$ cat config.mk
export PLATFORM = sky130hd
export DESIGN_NAME = calc_result_display
export DESIGN_NICKNAME = d
export VERILOG_FILES = /design/src/rtl/calc_pkg.sv /design/src/rtl/bin8_to_bcd.sv /design/src/rtl/calc_result_display.sv
export SDC_FILE = /design/constraint.sdc
export NUM_CORES = 1
export LEC_CHECK = 0
export ABC_AREA = 1
export ABC_CLOCK_PERIOD_IN_PS = 1650
export CORE_UTILIZATION = 50
export CTS_CLUSTER_SIZE = 14
export DETAILED_ROUTE_END_ITERATION = 12
export PLACE_DENSITY = 0.69
export SYNTH_ARGS = -nofsm -noshare
export SYNTH_HDL_FRONTEND = slang
export SYNTH_SLANG_ARGS = --single-unit
$ cat constraint.sdc
create_clock -name clk -period 1.65 [get_ports clk]
set_input_delay 0.495 -clock clk [delete_from_list [all_inputs] [get_ports clk]]
set_output_delay 0.495 -clock clk [all_outputs]
set_load 0.005 [all_outputs]
$ cat src/rtl/calc_pkg.sv
// Shared constants for the calculator output stage: segment codes, FSM states
// and the BCD-digit-to-segment encoder.
package calc_pkg;

  // Segment codes are {g,f,e,d,c,b,a}, active-low.
  localparam logic [6:0] SEG_BLANK = 7'b1111111;
  localparam logic [6:0] SEG_E     = 7'b0000110;
  localparam logic [6:0] SEG_R     = 7'b0101111;

  typedef enum logic [1:0] {
    ST_IDLE = 2'd0,
    ST_CONV = 2'd1,
    ST_SHOW = 2'd2
  } disp_state_e;

  function automatic logic [6:0] seg_encode(input logic [3:0] nibble);
    logic [6:0] seg;
    case (nibble)
      4'd0:    seg = 7'b1000000;
      4'd1:    seg = 7'b1111001;
      4'd2:    seg = 7'b0100100;
      4'd3:    seg = 7'b0110000;
      4'd4:    seg = 7'b0011001;
      4'd5:    seg = 7'b0010010;
      4'd6:    seg = 7'b0000010;
      4'd7:    seg = 7'b1111000;
      4'd8:    seg = 7'b0000000;
      4'd9:    seg = 7'b0010000;
      default: seg = SEG_BLANK;
    endcase
    return seg;
  endfunction

endpackage

$ cat src/rtl/bin8_to_bcd.sv
// Sequential double-dabble: latches din on start, runs eight add-3/shift
// iterations (one per clock) and then holds done high for one commit cycle.
module bin8_to_bcd (
  input  logic       clk,
  input  logic       rst_n,
  input  logic       start,
  input  logic [7:0] din,
  output logic       done,
  output logic [3:0] hund,
  output logic [3:0] tens,
  output logic [3:0] ones
);

  logic        run_q;
  logic [3:0]  cnt_q;
  logic [7:0]  sr_q;
  logic [11:0] bcd_q;
  logic [11:0] bcd_adj;

  always_comb begin
    bcd_adj = bcd_q;
    for (int n = 0; n < 3; n++) begin
      if (bcd_q[n*4 +: 4] >= 4'd5) bcd_adj[n*4 +: 4] = bcd_q[n*4 +: 4] + 4'd3;
    end
  end

  // NOTE: sequential state is updated with non-blocking assignments only, so
  // every register samples the pre-edge values of its neighbours.
  always_ff @(posedge clk or negedge rst_n) begin
    if (!rst_n) begin
      run_q <= 1'b0;
      cnt_q <= '0;
      sr_q  <= '0;
      bcd_q <= '0;
    end else if (start) begin
      run_q <= 1'b1;
      cnt_q <= '0;
      sr_q  <= din;
      bcd_q <= '0;
    end else if (run_q) begin
      if (cnt_q == 4'd8) begin
        run_q <= 1'b0;
      end else begin
        {bcd_q, sr_q} <= {bcd_adj[10:0], sr_q, 1'b0};
        cnt_q         <= cnt_q + 4'd1;
      end
    end
  end

  assign done = run_q && (cnt_q == 4'd8);
  assign hund = bcd_q[11:8];
  assign tens = bcd_q[7:4];
  assign ones = bcd_q[3:0];

endmodule

$ cat src/rtl/calc_result_display.sv
// Calculator output stage: captures result/err, converts to BCD and scans a
// 4-digit active-low 7-segment display with leading-zero blanking or "Err".
module calc_result_display
  import calc_pkg::*;
#(
  parameter int REFRESH_DIV = 50000
) (
  input  logic       clk,
  input  logic       rst_n,
  input  logic [7:0] result,
  input  logic       err,
  input  logic       load,
  output logic       busy,
  output logic [6:0] seg,
  output logic [3:0] an,
  output logic       dp
);

  localparam int CW = (REFRESH_DIV > 1) ? $clog2(REFRESH_DIV) : 1;
  localparam logic [CW-1:0] SCAN_LAST = CW'(REFRESH_DIV - 1);

  disp_state_e     state_q;
  logic            busy_q;
  logic            err_q;
  logic [3:0][6:0] disp_q;
  logic [CW-1:0]   scan_cnt_q;
  logic [1:0]      idx_q;
  logic [3:0]      an_q;
  logic [6:0]      seg_q;

  logic            accept;
  logic            conv_done;
  logic [3:0]      hund, tens, ones;
  logic [3:0][6:0] disp_d;

  assign accept = load && (state_q != ST_CONV);

  bin8_to_bcd u_bcd (
    .clk   (clk),
    .rst_n (rst_n),
    .start (accept),
    .din   (result),
    .done  (conv_done),
    .hund  (hund),
    .tens  (tens),
    .ones  (ones)
  );

  // Leading-zero blanking: tens is only suppressed when hundreds is too.
  always_comb begin
    disp_d[3] = SEG_BLANK;
    if (err_q) begin
      disp_d[2] = SEG_E;
      disp_d[1] = SEG_R;
      disp_d[0] = SEG_R;
    end else begin
      disp_d[2] = (hund == 4'd0) ? SEG_BLANK : seg_encode(hund);
      disp_d[1] = (hund == 4'd0 && tens == 4'd0) ? SEG_BLANK : seg_encode(tens);
      disp_d[0] = seg_encode(ones);
    end
  end

  // NOTE: the display registers are a handful of flops, so they take the
  // async reset to blank like all other state rather than being left unreset.
  always_ff @(posedge clk or negedge rst_n) begin
    if (!rst_n) begin
      state_q <= ST_IDLE;
      busy_q  <= 1'b0;
      err_q   <= 1'b0;
      disp_q  <= {4{SEG_BLANK}};
    end else begin
      case (state_q)
        ST_IDLE, ST_SHOW: begin
          if (accept) begin
            err_q   <= err;
            busy_q  <= 1'b1;
            state_q <= ST_CONV;
          end
        end
        ST_CONV: begin
          if (conv_done) begin
            disp_q  <= disp_d;
            busy_q  <= 1'b0;
            state_q <= ST_SHOW;
          end
        end
        default: state_q <= ST_IDLE;
      endcase
    end
  end

  always_ff @(posedge clk or negedge rst_n) begin
    if (!rst_n) begin
      scan_cnt_q <= '0;
      idx_q      <= '0;
      an_q       <= 4'b1111;
      seg_q      <= SEG_BLANK;
    end else begin
      if (scan_cnt_q == SCAN_LAST) begin
        scan_cnt_q <= '0;
        idx_q      <= idx_q + 2'd1;
      end else begin
        scan_cnt_q <= scan_cnt_q + 1'b1;
      end
      an_q  <= ~(4'b0001 << idx_q);
      seg_q <= disp_q[idx_q];
    end
  end

  assign busy = busy_q;
  assign an   = an_q;
  assign seg  = seg_q;
  assign dp   = 1'b1;

endmodule

Word-level counts from Yosys, hierarchy flattened:

Memories as Yosys holds them, arrays and structs flattened.
Index checks and enable logic that the tools add are counted.

* word-level logic and storage cells: 78
* flip-flop bits (word level): 79
* RAM bits: 0
* output and inout bits: 13
* latch bits: 0
* input port bits: 12
* ROM bits: 336
* memories kept: 3

* add/subtract/negate cells: 6
* divide/modulo/power cells: 0
* multipliers: 0
* reductions and logical operators: 14
* magnitude comparators: 4
* shift operators: 1
* multiplexer cells: 27
* equality and inequality tests: 8
* bitwise gates (word level): 1

Memory list
* (name not given): words 16, bits a word 7, read ports 1, clocked after Yosys merged registers in 0, wr ports 0, line calc_pkg.sv:18 `case (nibble)`
* (name not given): words 16, bits a word 7, read ports 1, clocked after Yosys merged registers in 0, wr ports 0, line calc_pkg.sv:18
* (name not given): words 16, bits a word 7, read ports 1, clocked after Yosys merged registers in 0, wr ports 0, line calc_pkg.sv:18

Operators with widths (number)
* two-way mux 12 bit: 3
* two-way mux 8 bit: 3
* two-way mux 21 bit: 1
* two-way mux 7 bit: 3
* two-way mux 4 bit: 5
* adder 16 x 1 -> 16 bit, second input constant: 1
* == test 16 bit, second input constant: 1
* two-way mux 16 bit: 1
* binary-select mux 7 bit (select 2 bit): 1
* greater-or-equal comparator 4 x 3 -> 1 bit, second input constant: 3
* adder 4 x 2 -> 4 bit, second input constant: 2
* logical NOT 4 bit: 2
* AND reduction 2 bit: 4
* inequality test 2 bit, second input constant: 3
* two-way mux 1 bit: 5
* adder 4 x 1 -> 4 bit, second input constant: 1
* == test 4 bit, second input constant: 1
* two-way mux 2 bit: 2
* NOT 4 bit: 1
* case mux 2 bit (2 select lines): 1
* nonzero test 2 bit: 2
* left shift 1 x 2 -> 4 bit, first input constant: 1
* adder 3 x 2 -> 3 bit, second input constant: 1
* logical AND 1 bit: 3
* other kinds (10): 10

Longest topological paths before layout:

Gate-level depths: netlist of run 1.

* depth in word-level cells: 5
* mapped depth: 10
* gate-level depth less buffers: 10

Hierarchy:

From an unflattened synthesis of run 1, not the netlist that was laid out.

* cells, all modules: 561
* area total of the unflattened synthesis: 4650.7 um^2

By module, submodules not included
* calc_result_display: sequential area each 1391.3 um^2, times used 1, area an instance 3169.3 um^2, cells an instance 391
* bin8_to_bcd: sequential area each 625.6 um^2, times used 1, area an instance 1481.4 um^2, cells an instance 170

Worst setup path after synthesis of run 1:

OpenSTA, ideal clock, no wires.

* path kind: register to register
* start point: register u_bcd.cnt_q[0]
* end point: register busy_q, in the netlist busy
* arrival time: 1286 ps
* period minus slack after synthesis: 1405 ps
* stages on the path, launching flop included: 10
* setup time: 119 ps
* required time: 1531 ps
* setup slack: 245 ps
* cells stage by stage: dfrtp_1 -> inv_1 -> ha_1 -> nand3_4 -> nor2_4 -> nand2_2 -> buf_6 -> buf_6 -> nand2_1 -> nand2_1

* word-level cells in the longest chain between the ends: 4

RTL lines
* from (decl): line bin8_to_bcd.sv:15 `logic [3:0] cnt_q;`
* from (signal assigned): line bin8_to_bcd.sv:45 `cnt_q <= cnt_q + 4'd1;`
* == test 4 bit: line bin8_to_bcd.sv:50 `assign done = run_q && (cnt_q == 4'd8);`
* logical AND 1 bit: line bin8_to_bcd.sv:50
* inequality test 2 bit (no line)
* AND reduction 3 bit (no line)
* to (signal assigned): line calc_result_display.sv:68 `busy_q <= 1'b0;`
* to (signal assigned): line calc_result_display.sv:76 `busy_q <= 1'b1;`
* to (signal assigned): line calc_result_display.sv:83 `busy_q <= 1'b0;`
* to (decl): line calc_result_display.sv:23 `logic busy_q;`

Every way passes these cells.
A chain may end at the register's enable or synchronous reset.

Worst setup path in the final report of run 1:

* start point: register an_q[2], in the netlist an[2]
* end point: output port an[2]

RTL lines
* from (decl): line calc_result_display.sv:28 `logic [3:0] an_q;`
* from (signal assigned): line calc_result_display.sv:105 `an_q <= ~(4'b0001 << idx_q);`
* to (decl): line calc_result_display.sv:15 `output logic [3:0] an,`

No word-level cell between the ends.

==> results of run 1 <==
[layout by cell type, fill, tap and decap left out, drive strengths merged, types with 23 or more instances in the layout]
cell	Yosys	routed
dfstp	32	32
dfrtp	47	47
ha	23	23
inv	51	53
nand2	154	154
nor2	70	70
nand3	36	36
a21oi	25	25
o21ai	38	38
buf	10	26
[routing by layer]
metal | GRT usage, % | share of wire, %
met5 | 0 | 0
met4 | 8.96 | 1.3
met3 | 3.78 | 3.0
met2 | 33.6 | 47
met1 | 30.2 | 49
[stage by stage]
step                      std cells  util [%]  cell area (sq um)  setup TNS, ns  power [mW]
after global placement          667      57.3               4730         -0.154        6.38
after detailed placement        667      57.3               4730          -1.08        6.48
after floorplan                 530         -               4280              0        5.52
final                           687      60.4               4990              0        8.04
after CTS                       683      59.5               4910              0        7.90
after global routing            687      60.4               4990              0        8.78
[timing repair]
action | CTS | global route
resized for setup | 12 | 9
pin swaps | 0 | 4
endpoints found under the setup margin | 12 | 29
setup buffers | 0 | 4
[how the worst max path moves through the flow]
stage                               start                         end  cells after the start
6_report                  an[2]$_DFF_PN1_                       an[2]                      1
5_1_grt        u_bcd.bcd_q[4]$_DFFE_PN0P_       disp_q[7]$_DFFE_PN1P_                      8
4_1_cts                   an[0]$_DFF_PN1_                       an[0]                      1
3_5_place_dp                         load  u_bcd.bcd_q[3]$_DFFE_PN0P_                      6
3_3_place_gp                         load  u_bcd.bcd_q[3]$_DFFE_PN0P_                      6
2_1_floorplan  u_bcd.cnt_q[0]$_DFFE_PN0P_            busy$_DFFE_PN0P_                      9
[registers in the layout, indices dropped and copies added, names as in the netlist]
name and count:
busy 1, u_bcd.run_q 1, u_bcd.cnt_q 4, idx_q 2, scan_cnt_q 16, an 4, disp_q 21, u_bcd.sr_q 8
state_q 2, seg 7, err_q 1, u_bcd.bcd_q 12
[layout make-up]
| cell class | count | share of cell area (%) |
|---|---|---|
| flip-flops and latches | 79 | 40.5 |
| multi-input cells | 386 | 39.9 |
| clock buffers | 11 | 2.83 |
| well taps | 105 | 2.63 |
| inverters | 53 | 3.99 |
| repair buffers | 48 | 9.06 |
| clock inverters | 5 | 1.10 |
[power by group through the flow]
| stage | combinational, mW | clock [mW] | sequential (mW) |
|---|---|---|---|
| finish | 3.38 | 1.44 | 3.23 |
| global route | 3.90 | 1.56 | 3.32 |
| CTS | 3.20 | 1.48 | 3.22 |
| detailed placement | 3.23 | 0 | 3.25 |
| global placement | 3.15 | 0 | 3.23 |
| floorplan | 2.41 | 0 | 3.10 |
[logic make-up (layout without fill, tap and decap cells)]
| kind of cell | after synthesis | count (layout) | synth area share, % |
|---|---|---|---|
| other | 1 | 1 | 0.0876 |
| XOR/XNOR | 9 | 9 | 1.84 |
| AO/OA/AOI/OAI | 79 | 79 | 10.1 |
| buffers and inverters | 65 | 117 | 6.72 |
| adder cells (fa/ha/maj) | 23 | 23 | 6.72 |
| flip-flops | 79 | 79 | 47.1 |
| AND/OR/NAND/NOR | 274 | 274 | 27.4 |
==> impl_metrics.yaml, run 1 <==
floorplan:
  core_area_sq_um: 8260
  die_w_microns: 94.5
  num_rows: 33
  die-area_sq_um: 8930
  ioPinCount: 25
  dieHeight_microns: 94.5
  start_util_pct: 51.8
synth:
  ys_warn_count: 0
  yosys.area.top_type: "dfrtp_1"
  syn_area_per_cell_sq_um: 8.08
  synth_common_cells: "150 x nand2_1, 62 x nor2_1, 47 x dfrtp_1, 47 x inv_1, 35 x nand3_1"
  ys_async_sr_fraction_pct: 100
  synth_most_common_cell: "nand2_1"
  synth_area_leaders: "dfrtp_1 27%, dfstp_2 20%, nand2_1 13%"
  synth_edf_count: 0
  syn_inst: 530
  synth_cell_types: 34
  synth-seq-area-share_pct: 47.1
  yosys.area.top_type_share_pct: 27.5
  ys_seq_elements: 79
  syn_nets: 565
  synthFlopType: "dfrtp_1"
  syn_area_sq_um: 4280
final_layout:
  diodes: 0
  drive_gt1_share_pct: 17.2
  n_fill_cell: 753
  multi_input_area_sq_um: 1990
  layout.nets: 612
  regArea_sq_um: 2020
  area_delta_synth_final_pct: 16.5
global_route:
  grt_pass1_wl_mm: 15.0
  antenna_found_initial: 0
  grt_max_degree: 34
  grt-ovfl-total: 0
  grt_use_total_pct: 21.7
  grt_pass1_vias: 3310
sta:
  clock_skew_ns: 0.0117
  final.period_utilization_pct: 96.2
  max_freq_ghz: 0.630
  finalHoldViolCount: 0
  fin_ws_ns: 0.0625
  setup_viol: 0
  finalCriticalPeriod_ns: 1.59
  rsz0062_at_grt: "no"
  hold_ws_ns: 0.0673
  drv_slew: 0
clock_tree:
  h-tree-depth: 3
  cts_hold_buf: 0
  max-clock-path-buffers: 2
  clock_latency_ns: 0.35
  clock-sinks: 79
  cts.clk_slew.worst_paths_ns: 0.09
  cts_tree: "done"
  cts_buffers: 9
  cts-root-buf: "clkbuf_8"
worst_setup_path:
  slowest_delay_ns: 0.52
  cp_top_family: "flip-flops"
  r2r_setup_slack_ns: 0.12
  crit_chain: "dlygate4sd2_1"
  path_class: "reg2out"
  path_buf_inv: 1
  critPathMaxFanout: 1
  endpoint_kind: "output pin"
  startpoint_type: "register"
  rr_worst_depth: 8
  slowest_stage: "dfstp_2"
  cp_data_arrival_time_ns: 1.09
  r2r-start: "u_bcd.cnt_q[1]$_DFFE_PN0P_"
  regToRegEndpoint: "disp_q[20]$_DFFE_PN1P_"
  crit_required_ns: 1.15
power_and_ir_drop:
  seq_power_share_pct: 40.1
  p_sw_share_pct: 39.4
  switchingPower_mw: 3.17
  power.share.clock_pct: 17.9
  p_leak_nw: 2.35
  peakVddDrop_mv: 1.01
  intPower_mw: 4.87
  power_density_nw_per_um2: 1610
  power_frac_comb_pct: 42.0
route:
  drt-initial-drc-count: 190
  vias_per_cell: 5.10
  wire_per_inst_microns: 12.5
  drc: 0
  detail-route-antenna-nets: 0
  routed_wl_mm: 8.61
  num_vias: 3507
  first_pass_iters: 4
flow_run:
  maxCapViolations: 0
placed_design:
  port-buffer-count: 23
  dp_worst_setup_slack_ns: -0.112
  finalWeightedCongestion: 0.868
  dp_hpwl_mm: 6.40
worst_hold_path:
  hold_class: "in2async"
run_status:
  status: "complete, no violations"
Note: power is estimated with default switching activity, not from simulation.
==> run 2, diff against run 1 <==
Settings changed: CORE_ASPECT_RATIO set to 1.2.
==> run 2 against run 1 <==
Compared with the run above:
- routed wire length up 1.2%
- global-route usage down 0.082 points
- clock-buffer cell count unchanged
- worst hold slack better by 0.023 ns
- design area down 1.6%
- clock skew down 0.0027 ns
- via count down 0.14%
- power down 3.4%
- sequential share of layout area up 0.65 points
- utilization down 0.55 points
- critical path depth unchanged
- critical path type unchanged
- critical endpoint is now seg[0]
- largest cell class unchanged
==> impl_metrics.yaml, run 2 (same netlist as run 1, synthesis figures left out) <==
global_route:
  grt_pass1_vias: 3285
  grt_use_total_pct: 21.7
  grt-ovfl-total: 0
  grt_max_degree: 47
  antenna_found_initial: 0
  grt_pass1_wl_mm: 14.9
clock_tree:
  cts.clk_slew.worst_paths_ns: 0.08
  h-tree-depth: 3
  max-clock-path-buffers: 2
  clock_latency_ns: 0.36
  clock-sinks: 79
  cts_tree: "done"
  cts_hold_buf: 0
  cts_buffers: 9
  cts-root-buf: "clkbuf_8"
worst_setup_path:
  path_class: "reg2out"
  path_buf_inv: 1
  slowest_delay_ns: 0.52
  endpoint_kind: "output pin"
  rr_worst_depth: 8
  crit_chain: "dlygate4sd2_1"
  r2r_setup_slack_ns: 0.10
  critPathMaxFanout: 1
  startpoint_type: "register"
  r2r-start: "u_bcd.cnt_q[1]$_DFFE_PN0P_"
  slowest_stage: "dfstp_2"
  crit_required_ns: 1.15
  regToRegEndpoint: "disp_q[8]$_DFFE_PN1P_"
  cp_top_family: "flip-flops"
  cp_data_arrival_time_ns: 1.11
final_layout:
  final_cell_area_sq_um: 4910
  final_cell_mix: "150 x nand2_1, 61 x nor2_1, 47 x dfrtp_1, 45 x inv_1, 35 x nand3_1"
  area_delta_synth_final_pct: 14.6
  largest_reg_flops: 21
  final_common_cell: "nand2_1"
  largest-register: "disp_q"
  drive_gt1_share_pct: 16.1
  diodes: 0
  post-route-util_pct: 59.8
  n_fill_cell: 740
  top_regs: "disp_q (21), scan_cnt_q (16), u_bcd.bcd_q (12)"
  layout.nets: 608
floorplan:
  die-area_sq_um: 8940
  start_util_pct: 52.2
  core_area_sq_um: 8200
  dieHeight_microns: 103
  die_w_microns: 86.5
  ioPinCount: 25
  num_rows: 36
route:
  wire_per_inst_microns: 12.6
  routed_wl_mm: 8.71
  detail-route-antenna-nets: 0
  first_pass_iters: 5
  vias_per_cell: 5.06
  drt-initial-drc-count: 98
  num_vias: 3502
  drc: 0
placed_design:
  port-buffer-count: 23
  post_dp_cell_area_sq_um: 4720
  finalWeightedCongestion: 0.872
  dp_hpwl_mm: 6.30
power_and_ir_drop:
  peakVddDrop_mv: 1.07
  power_frac_comb_pct: 41.9
  switchingPower_mw: 3.16
  p_leak_nw: 2.31
  seq_power_share_pct: 41.2
  intPower_mw: 4.60
  p_sw_share_pct: 40.7
  power_density_nw_per_um2: 1580
  power.share.clock_pct: 16.9
worst_hold_path:
  hold_class: "in2async"
sta:
  setup_viol: 0
  clock_skew_ns: 0.00904
  final.period_utilization_pct: 97.0
  drv_slew: 0
  max_freq_ghz: 0.625
  finalCriticalPeriod_ns: 1.60
  finalHoldViolCount: 0
  fin_setup_tns_ns: 0
run_status:
  status: "complete, no violations"
flow_run:
  maxCapViolations: 0
==> run 2: cell types whose count changed in the layout (fill, tap and decap cells not counted), sizes merged <==
cell and delta:
buf -4, clkinv +2, bufinv -1, clkdlybuf4s15 -1, dlygate4sd2 +1, inv -1
==> run 2: layout make-up <==
cell class	count	area, sq um	share of cell area, %
inverters	53	199	4.06
multi-input cells	386	1990	40.6
clock inverters	5	32.5	0.663
flip-flops and latches	79	2020	41.1
well taps	114	143	2.91
clock buffers	11	141	2.88
repair buffers	44	383	7.80
==> run 2: what timing repair did <==
item | CTS | global route
hold endpoints to repair | 0 | 0
pin swaps | 0 | 1
cloned | 0 | 0
resized for setup | 12 | 5
setup endpoints to repair | 12 | 29
setup buffers | 0 | 2
==> run 2: layer usage <==
layer | global-route usage (%) | up-vias | share of wire (%)
met5 | 0 | - | 0
met4 | 11.0 | 0 | 2.5
met3 | 2.86 | 18 | 3.0
met2 | 36.7 | 72 | 49
met1 | 27.4 | 1622 | 46
li1 | - | 1790 | -
==> run 2: power groups by stage <==
stage               registers (mW)  clock network (mW)  logic [mW]
detailed placement            3.23                   0        3.25
global placement              3.21                   0        3.16
global route                  3.27                1.42        3.79
CTS                           3.19                1.35        3.21
finish                        3.20                1.31        3.25
floorplan                     3.10                   0        2.41
==> run 2: worst max path at each step <==
stage / cells past startpoint / slack, ns / from / endpoint
after global placement: 6 / -0.03 / load / u_bcd.bcd_q[3]$_DFFE_PN0P_
after detailed placement: 6 / -0.05 / load / u_bcd.bcd_q[6]$_DFFE_PN0P_
after floorplan: 9 / 0.25 / u_bcd.cnt_q[0]$_DFFE_PN0P_ / busy$_DFFE_PN0P_
final: 1 / 0.05 / seg[0]$_DFF_PN1_ / seg[0]
after CTS: 7 / 0.02 / u_bcd.cnt_q[0]$_DFFE_PN0P_ / disp_q[7]$_DFFE_PN1P_
after global routing: 8 / -0.0008 / u_bcd.cnt_q[1]$_DFFE_PN0P_ / disp_q[8]$_DFFE_PN1P_
==> run 2: per-stage QoR <==
stage | hold slack, ns | cells | worst slack, ns | power, mW
3_5_place_dp | 0.461 | 674 | -0.0513 | 6.47
4_1_cts | 0.0780 | 690 | 0.0214 | 7.76
2_1_floorplan | 0.199 | 530 | 0.245 | 5.52
5_1_grt | 0.0846 | 692 | -0.000768 | 8.49
3_3_place_gp | 0.460 | 674 | -0.0323 | 6.37
6_report | 0.0902 | 692 | 0.0492 | 7.77
==> run 3, diff against run 2 <==
Settings changed: TNS_END_PERCENT set to 5.
==> results of run 3 <==
Same layout as run 2: the final DEF is identical, and so are final timing and power.
